## src/rtl/cubic_sweep_driver_if.sv

```systemverilog
// AXI-Stream link carrying 32-bit samples between the sweep driver and the cubic pipeline.
interface axi_stream_if;
    logic [31:0] tdata;
    logic        tvalid;
    logic        tready;
    logic        tlast;

    modport master (output tdata, output tvalid, output tlast, input tready);
    modport slave  (input tdata, input tvalid, input tlast, output tready);
endinterface

```

## src/rtl/cubic_sweep_driver.sv

```systemverilog
// Emits a frame of abscissae START + i*STEP toward the cubic pipeline and collects
// the results into a count and a wrap-around checksum, with a credit limit on in-flight samples.
module cubic_sweep_driver #(
    parameter logic signed [31:0] START           = 32'sd0,
    parameter logic signed [31:0] STEP            = 32'sd1,
    parameter logic        [15:0] COUNT           = 16'd16,
    parameter logic        [7:0]  MAX_OUTSTANDING = 8'd4
) (
    input  logic                clk,
    input  logic                rst,
    input  logic                start,
    axi_stream_if.master        src,
    axi_stream_if.slave         snk,
    output logic                busy,
    output logic                done,
    output logic [15:0]         rx_count,
    output logic [31:0]         checksum
);

    typedef enum logic [1:0] {
        IDLE  = 2'd0,
        SEND  = 2'd1,
        DRAIN = 2'd2,
        DONE  = 2'd3
    } state_t;

    state_t      state_r;
    logic [15:0] tx_idx_r;
    logic [7:0]  outstanding_r;

    logic        src_hs_s;
    logic        snk_hs_s;
    logic        more_s;
    logic        credit_s;
    logic [15:0] tx_idx_nxt_s;
    logic [15:0] rx_nxt_s;
    logic [7:0]  out_nxt_s;
    logic [31:0] data_nxt_s;
    logic [31:0] sum_nxt_s;
    logic        unused_tlast_s;

    // The pipeline never marks frame ends on its output, so its TLAST carries no information.
    assign unused_tlast_s = snk.tlast;

    // Post-handshake values of the counters; a return at zero credit saturates rather than wraps
    always_comb begin
        src_hs_s = src.tvalid && src.tready;
        snk_hs_s = snk.tvalid && snk.tready;

        if (src_hs_s) begin
            tx_idx_nxt_s = tx_idx_r + 16'd1;
            data_nxt_s   = src.tdata + STEP;
        end else begin
            tx_idx_nxt_s = tx_idx_r;
            data_nxt_s   = src.tdata;
        end

        if (snk_hs_s) begin
            rx_nxt_s  = rx_count + 16'd1;
            sum_nxt_s = checksum + snk.tdata;
        end else begin
            rx_nxt_s  = rx_count;
            sum_nxt_s = checksum;
        end

        if (src_hs_s && !snk_hs_s) begin
            out_nxt_s = outstanding_r + 8'd1;
        end else if (snk_hs_s && !src_hs_s && (outstanding_r != 8'd0)) begin
            out_nxt_s = outstanding_r - 8'd1;
        end else begin
            out_nxt_s = outstanding_r;
        end

        more_s   = (tx_idx_nxt_s < COUNT);
        credit_s = (out_nxt_s < MAX_OUTSTANDING);
    end

    // Sweep FSM driving every stream and status output from registers
    always_ff @(posedge clk) begin
        if (rst) begin
            state_r       <= IDLE;
            tx_idx_r      <= 16'd0;
            outstanding_r <= 8'd0;
            src.tvalid    <= 1'b0;
            src.tdata     <= 32'd0;
            src.tlast     <= 1'b0;
            snk.tready    <= 1'b0;
            busy          <= 1'b0;
            done          <= 1'b0;
            rx_count      <= 16'd0;
            checksum      <= 32'd0;
        end else begin
            case (state_r)
                IDLE, DONE: begin
                    if (start) begin
                        tx_idx_r      <= 16'd0;
                        outstanding_r <= 8'd0;
                        rx_count      <= 16'd0;
                        checksum      <= 32'd0;
                        if (COUNT == 16'd0) begin
                            state_r    <= DONE;
                            busy       <= 1'b0;
                            done       <= 1'b1;
                            src.tvalid <= 1'b0;
                            snk.tready <= 1'b0;
                        end else begin
                            state_r    <= SEND;
                            busy       <= 1'b1;
                            done       <= 1'b0;
                            src.tvalid <= 1'b1;
                            src.tdata  <= START;
                            src.tlast  <= (COUNT == 16'd1);
                            snk.tready <= 1'b1;
                        end
                    end else begin
                        state_r <= state_r;
                    end
                end
                SEND, DRAIN: begin
                    tx_idx_r      <= tx_idx_nxt_s;
                    outstanding_r <= out_nxt_s;
                    rx_count      <= rx_nxt_s;
                    checksum      <= sum_nxt_s;
                    src.tdata     <= data_nxt_s;
                    src.tlast     <= (tx_idx_nxt_s == (COUNT - 16'd1));
                    // A beat still waiting for TREADY stays up regardless of credit.
                    if (src.tvalid && !src.tready) begin
                        src.tvalid <= 1'b1;
                    end else begin
                        src.tvalid <= more_s && credit_s;
                    end
                    if (!more_s && (rx_nxt_s >= COUNT)) begin
                        state_r    <= DONE;
                        busy       <= 1'b0;
                        done       <= 1'b1;
                        src.tvalid <= 1'b0;
                        snk.tready <= 1'b0;
                    end else if (!more_s) begin
                        state_r <= DRAIN;
                    end else begin
                        state_r <= SEND;
                    end
                end
                default: begin
                    state_r    <= IDLE;
                    busy       <= 1'b0;
                    done       <= 1'b0;
                    src.tvalid <= 1'b0;
                    snk.tready <= 1'b0;
                end
            endcase
        end
    end

endmodule

```

## src/flat_wrapper.sv

```systemverilog
// flat-port wrapper written by rule: the top's interface ports become plain ports
module cubic_sweep_driver_flat 
#(
    parameter logic signed [31:0] START           = 32'sd0,
    parameter logic signed [31:0] STEP            = 32'sd1,
    parameter logic        [15:0] COUNT           = 16'd16,
    parameter logic        [7:0]  MAX_OUTSTANDING = 8'd4
)
  (clk, rst, start, busy, done, rx_count, checksum, src_tdata, src_tvalid, src_tlast, src_tready, snk_tdata, snk_tvalid, snk_tlast, snk_tready);
  axi_stream_if src_i ();
  axi_stream_if snk_i ();
  input  logic clk;
  input  logic rst;
  input  logic start;
  output logic busy;
  output logic done;
  output logic [15:0] rx_count;
  output logic [31:0] checksum;
  output wire logic [$bits(src_i.tdata)-1:0] src_tdata;
  output wire logic [$bits(src_i.tvalid)-1:0] src_tvalid;
  output wire logic [$bits(src_i.tlast)-1:0] src_tlast;
  input wire logic [$bits(src_i.tready)-1:0] src_tready;
  input wire logic [$bits(snk_i.tdata)-1:0] snk_tdata;
  input wire logic [$bits(snk_i.tvalid)-1:0] snk_tvalid;
  input wire logic [$bits(snk_i.tlast)-1:0] snk_tlast;
  output wire logic [$bits(snk_i.tready)-1:0] snk_tready;
  assign src_tdata = src_i.tdata;
  assign src_tvalid = src_i.tvalid;
  assign src_tlast = src_i.tlast;
  assign src_i.tready = src_tready;
  assign snk_i.tdata = snk_tdata;
  assign snk_i.tvalid = snk_tvalid;
  assign snk_i.tlast = snk_tlast;
  assign snk_tready = snk_i.tready;
  cubic_sweep_driver #(.START(START), .STEP(STEP), .COUNT(COUNT), .MAX_OUTSTANDING(MAX_OUTSTANDING)) u_core (.clk(clk), .rst(rst), .start(start), .src(src_i), .snk(snk_i), .busy(busy), .done(done), .rx_count(rx_count), .checksum(checksum));
endmodule
```

## config.mk

```make
export PLATFORM = sky130hd
export DESIGN_NAME = cubic_sweep_driver_flat
export DESIGN_NICKNAME = d
export VERILOG_FILES = /design/src/rtl/cubic_sweep_driver_if.sv /design/src/rtl/cubic_sweep_driver.sv /design/src/flat_wrapper.sv
export SDC_FILE = /design/constraint.sdc
export NUM_CORES = 1
export LEC_CHECK = 0
export CORE_MARGIN = 3
export CORE_UTILIZATION = 45
export CTS_CLUSTER_DIAMETER = 150
export DETAILED_ROUTE_END_ITERATION = 8
export GPL_TIMING_DRIVEN = 0
export MAX_ROUTING_LAYER = met4
export PLACE_DENSITY = 0.7
export SKIP_CTS_REPAIR_TIMING = 1
export SLEW_MARGIN = 0
export SYNTH_ARGS = -nofsm -noshare
export SYNTH_HDL_FRONTEND = slang
export SYNTH_SLANG_ARGS = --single-unit
```

## constraint.sdc

```tcl
create_clock -name clk -period 3.4 [get_ports clk]
set_clock_uncertainty 0.15 [all_clocks]
set_input_delay 0.68 -clock clk [delete_from_list [all_inputs] [get_ports clk]]
set_output_delay 0.68 -clock clk [all_outputs]
set_load 0.02 [all_outputs]
```

* Yosys cells after proc, flatten, opt, wreduce, memory -nomap -nowiden
Index checks and enable logic that the tools add are counted.
Storage, ports and cells: bits in registers 110, input bits 38, word-level logic and storage cells 74, output and inout bits 85
Cells by class: reductions and logical operators 19, add/sub/neg operators 6, mux-type cells 28, equality and inequality tests 8, magnitude comparators 3
Operators with widths (count):
- one-hot mux 32 bit (2 select lines) | 2
- two-way mux 32 bit | 3
- one-hot mux 16 bit (2 select lines) | 2
- two-way mux 16 bit | 3
- adder 16 x 1 -> 16 bit (second input constant) | 2
- adder 32 x 1 -> 32 bit (second input constant) | 1
- adder 32 bit | 1
- two-way mux 8 bit | 3
- == test 16 x 4 -> 1 bit (second input constant) | 1
- >= comparator 16 x 5 -> 1 bit (second input constant) | 1
- less-than comparator 16 x 5 -> 1 bit (second input constant) | 1
- one-hot mux 8 bit (2 select lines) | 1
- adder 8 x 1 -> 8 bit (second input constant) | 1
- logical AND 1 bit | 8
- less-than comparator 8 x 3 -> 1 bit (second input constant) | 1
- one-hot mux 1 bit (2 select lines) | 4
- nonzero test 8 bit | 1
- subtractor 8 x 1 -> 8 bit (second input constant) | 1
- two-way mux 1 bit | 6
- two-way mux 2 bit | 3
- inequality test 2 x 1 -> 1 bit (second input constant) | 3
- AND reduction 2 bit | 3
- == test 2 bit (second input constant) | 2
- zero test 1 bit | 4
- 5 further kinds | 6

* Longest topological paths before layout
depth after elaboration 11, gate-level depth with buffers 11, mapped depth without buffers 11

* Worst setup path before layout
OpenSTA, ideal clock, no wires.
path kind input-to-reg, from input port snk_tdata[0], to register u_core.checksum[16], arrival 2652 ps, stages on the path 11, data required time 3121 ps, path slack 469 ps, buffers on the path 0, library setup time 129 ps, cells stage by stage ha_1 > fa_1 > a211oi_1 > o21ai_0 > o2111ai_1 > and2_1 > o21ai_0 > a21o_1 > a21oi_1 > xor2_1 > o21ai_0
Between the ends: word-level cells in the longest chain between the ends 3
Ends and longest elaborated chain:
- start: declaration | line flat_wrapper.sv:23 | input wire logic [$bits(snk_i.tdata)-1:0] snk_tdata;
- adder 32 bit | line cubic_sweep_driver.sv:60 | sum_nxt_s = checksum + snk.tdata;
- two-way mux 32 bit | line cubic_sweep_driver.sv:58 | if (snk_hs_s) begin
- one-hot mux 32 bit (2 select lines) | line cubic_sweep_driver.sv:93 | case (state_r)
- end signal: assignment | line cubic_sweep_driver.sv:123 | checksum <= sum_nxt_s;
- end: declaration | line cubic_sweep_driver.sv:17 | output logic [31:0] checksum
No other way between the ends. The select of a mux whose other input is x is not followed. A chain may end at the register's enable or synchronous reset.

* Worst setup path after layout
from input port snk_tvalid, to register u_core.snk.tready
Between the ends: word-level cells in the longest chain between the ends 6
Ends and longest elaborated chain:
- start: declaration | line flat_wrapper.sv:24 | input wire logic [$bits(snk_i.tvalid)-1:0] snk_tvalid;
- logical AND 1 bit | line cubic_sweep_driver.sv:48 | snk_hs_s = snk.tvalid && snk.tready;
- two-way mux 16 bit | line cubic_sweep_driver.sv:58
- >= comparator 16 x 5 -> 1 bit | line cubic_sweep_driver.sv:132 | if (!more_s && (rx_nxt_s >= COUNT)) begin
- logical AND 1 bit | line cubic_sweep_driver.sv:132
- inequality test 2 x 1 -> 1 bit (no line)
- AND reduction 2 bit (no line)
- end signal: assignment | line cubic_sweep_driver.sv:113 | snk.tready <= 1'b1;
- end signal: assignment | line cubic_sweep_driver.sv:137 | snk.tready <= 1'b0;
- end signal: assignment | line cubic_sweep_driver.sv:149 | snk.tready <= 1'b0;
- end: declaration | line cubic_sweep_driver_if.sv:9 | modport slave (input tdata, input tvalid, input tlast, output tready);
No other way between the ends.

==> run_results.csv <==
group,metric,value,unit
die,core-area,0.01481,mm²
clock_network,h-tree-depth,3,
drt,avgViaCountPerCell,5.665,
die,die_x,130.0,µm
status,status,"finished, final reports clean",
critical_path,crit_type,"in -> reg",
critical_path,cp.arrival,3440,ps
drt,first_iter_violations,499,
sta,final-setup-viol-count,0,
synthesis,yosysSeqAreaShare,31.80,%
global_route,grt_pass1_vias,6176,
min_path,hp-class,"reg -> reg",
layout,layout-drive-gt1-share,4.602,%
critical_path,cp_common_cell,"and3_1",
global_route,grt_pass1_wl,30560,µm
layout,finalInstanceArea,0.008722,mm²
drt,drc,0,
sta,whs,330.2,ps
critical_path,crit_required,3560,ps
synthesis,synth-main-ff-cell,"dfxtp_1",
critical_path,critPathCaptureType,"register",
power_and_ir_drop,p_per_area,315.4,mW/mm²
synthesis,ys_ff_latch,110,
sta,worstMarginPinSlew,740.5,ps
die,initial_core_util,46.76,%
global_route,antenna_found_initial,0,
synthesis,syn_nets,984,
clock_network,ctsLongestPathBuffers,2,
synthesis,ys_warn_count,0,
placed_design,placed_cells,1212,
drt,first_pass_iters,5,
placed_design,placed_area,0.008356,mm²
critical_path,critPathLaunchType,"input pin",
sta,hold_viol_final,0,
critical_path,crit_fanout,6,
drt,vias,6951,
sta,timing.fmax,0.3042,GHz
synthesis,synth_cells,908,
die,io_pins,123,
die,rows,44,
synthesis,syn_area,0.006924,mm²
critical_path,path_cells,"clkdlybuf4s50_1 > nand4_1 > nor4_4 > and3_1 > a31oi_1 > or4_1 > and3_1 > nand2b_1 > a21oi_1",
sta,slew_viol_final,0,
die,dieArea,0.01691,mm²
layout,layout.cells.non_filler,1227,
layout,antenna_cells,0,
die,die_y,130.0,µm
critical_path,crit_path_max_incr_delay,610,ps
synthesis,synthArstFlopShare,0,%
critical_path,cp_slowest_cell,"clkdlybuf4s50_1",
clock_network,clkTransAtPathRegs,80,ps
drt,final_antenna_net_count,0,
layout,final_common_cell,"nor2_1",
synthesis,yosysUniqueCellTypes,61,
placed_design,dp_hpwl,13990,µm
global_route,grt_use_total,23.16,%
placed_design,io_buffers,120,
synthesis,synth_edf_count,0,
clock_network,cts_tree,"yes",
clock_network,cts_buffers,9,
synthesis,synth.avg_cell_area,7.626,µm²
layout,nets,1114,
clock_network,clk_latency,370,ps
power_and_ir_drop,p_leak,3.222,nW
clock_network,cts.sinks,110,
drt,totalWireLength,19090,µm
placed_design,place.gp.congestion,0.9271,
global_route,grt_overflow,0,
global_route,grt_max_degree,21,
sta,min_period,3287,ps
layout,final_cell_mix,"nor2_1, clkdlybuf4s50_1, dfxtp_1, nand2_1, a21oi_1",
clock_network,cts-root-buf,"clkbuf_16",
run,maxCapViolCount,0,
power_and_ir_drop,ir_worst_vdd,265.7,µV
drt,wl_per_cell,15.56,µm
sta,period_share,96.68,%
layout,area_growth,25.97,%
sta,maxSlewHeadroom,50.45,%
## flip-flops by register name (all words and copies together), names as in the netlist
name and flops:
u_core.tx_idx_r 16, u_core.outstanding_r 8, u_core.src.tlast 1, u_core.src.tdata 32
u_core.snk.tready 1, u_core.rx_count 16, u_core.state_r 2, u_core.checksum 32
u_core.done 1, u_core.src.tvalid 1
## per-stage QoR
| stage | power [mW] | TNS, ps | setup WS (ps) | util, % |
|---|---|---|---|---|
| floorplan | 1.560 | 0 | 469.0 | - |
| global placement | 1.701 | -8406 | -465.3 | 56.42 |
| detailed placement | 1.702 | -8610 | -464.7 | 56.42 |
| CTS | 2.774 | -271.8 | -126.3 | 58.36 |
| global route | 2.859 | -30.94 | -30.94 | 58.90 |
| finish | 2.751 | 0 | 112.9 | 58.90 |
## layout make-up
cell class	instances	area (µm²)
Buffer	47	181.4
Clock inverter	6	57.56
Timing Repair Buffer	120	1201
Clock buffer	10	229.0
Fill cell	1371	6087
Sequential cell	110	2202
Tap cell	184	230.2
Multi-Input combinational cell	733	4557
Inverter	17	63.81
## worst max-delay path: cells and delay by family
kind                   cells  cell delay, ps
AND/OR/NAND/NOR            6            1910
buffers and inverters      1             610
AO/OA/AOI/OAI              2             240
## power breakdown
part | switching, mW | internal, mW
sequential | 0.0175 | 1.30
combinational | 0.218 | 0.143
clock | 0.552 | 0.518
total | 0.788 | 1.96
## metal layers
| metal | vias up | routed length (µm) | global-route usage (%) | share of wire [%] |
|---|---|---|---|---|
| met1 | 3212 | 9006 | 31.20 | 47 |
| met2 | 193 | 8663 | 35.79 | 45 |
| met4 | 0 | 280 | 5.562 | 1.5 |
| met5 | - | 0 | - | 0 |
| met3 | 27 | 1135 | 4.789 | 5.9 |
| li1 | 3519 | - | - | - |
## path summary, 6_finish.rpt
| path | startpoint | to | slack (ps) | cells past startpoint |
|---|---|---|---|---|
| max | snk_tvalid | u_core.snk.tready | 110 | 9 |
| min | u_core.done | u_core.done | 330 | 2 |
| max reg2reg | u_core.state_r[0] | u_core.checksum[22] | 390 | 10 |
| min reg2reg | u_core.done | u_core.done | 330 | 2 |
## cell usage after synthesis (4+ instances only)
master	n	area share, %
clkbuf_1	46	2.5
nand2_1	93	5.0
nor2_1	128	6.9
o211ai_1	4	0.43
o21a_1	5	0.54
a31oi_1	13	1.2
and3_1	12	1.1
and4_1	6	0.76
dfxtp_1	110	32
nor4_1	7	0.63
o22ai_1	4	0.36
xnor2_1	29	3.7
a21oi_1	81	5.9
a22oi_1	24	2.6
nand2b_1	5	0.45
a211oi_1	9	0.98
a311oi_1	6	0.76
o21bai_1	9	0.98
nor3_1	27	2.0
or3_1	13	1.2
ha_1	37	6.7
o21ai_0	57	4.1
inv_1	17	0.92
nand4_1	19	1.7
and2_1	7	0.63
or2_2	5	0.45
xor2_1	37	4.7
nand3_1	30	2.2
or4_1	4	0.43
a21o_1	11	1.2
## cells by family (layout without fill, tap and decap cells)
group                    Yosys count  count (layout)  share of synthesized area (%)
buffers and inverters             65             200                          3.596
XOR/XNOR                          67              67                          8.583
AND/OR/NAND/NOR                  379             379                          26.83
AO/OA/AOI/OAI                    245             245                          21.61
flip-flops                       110             110                          31.80
adder cells (fa/ha/maj)           38              38                          6.975
multiplexers                       4               4                         0.5963
(Power assumes the default switching activity.)
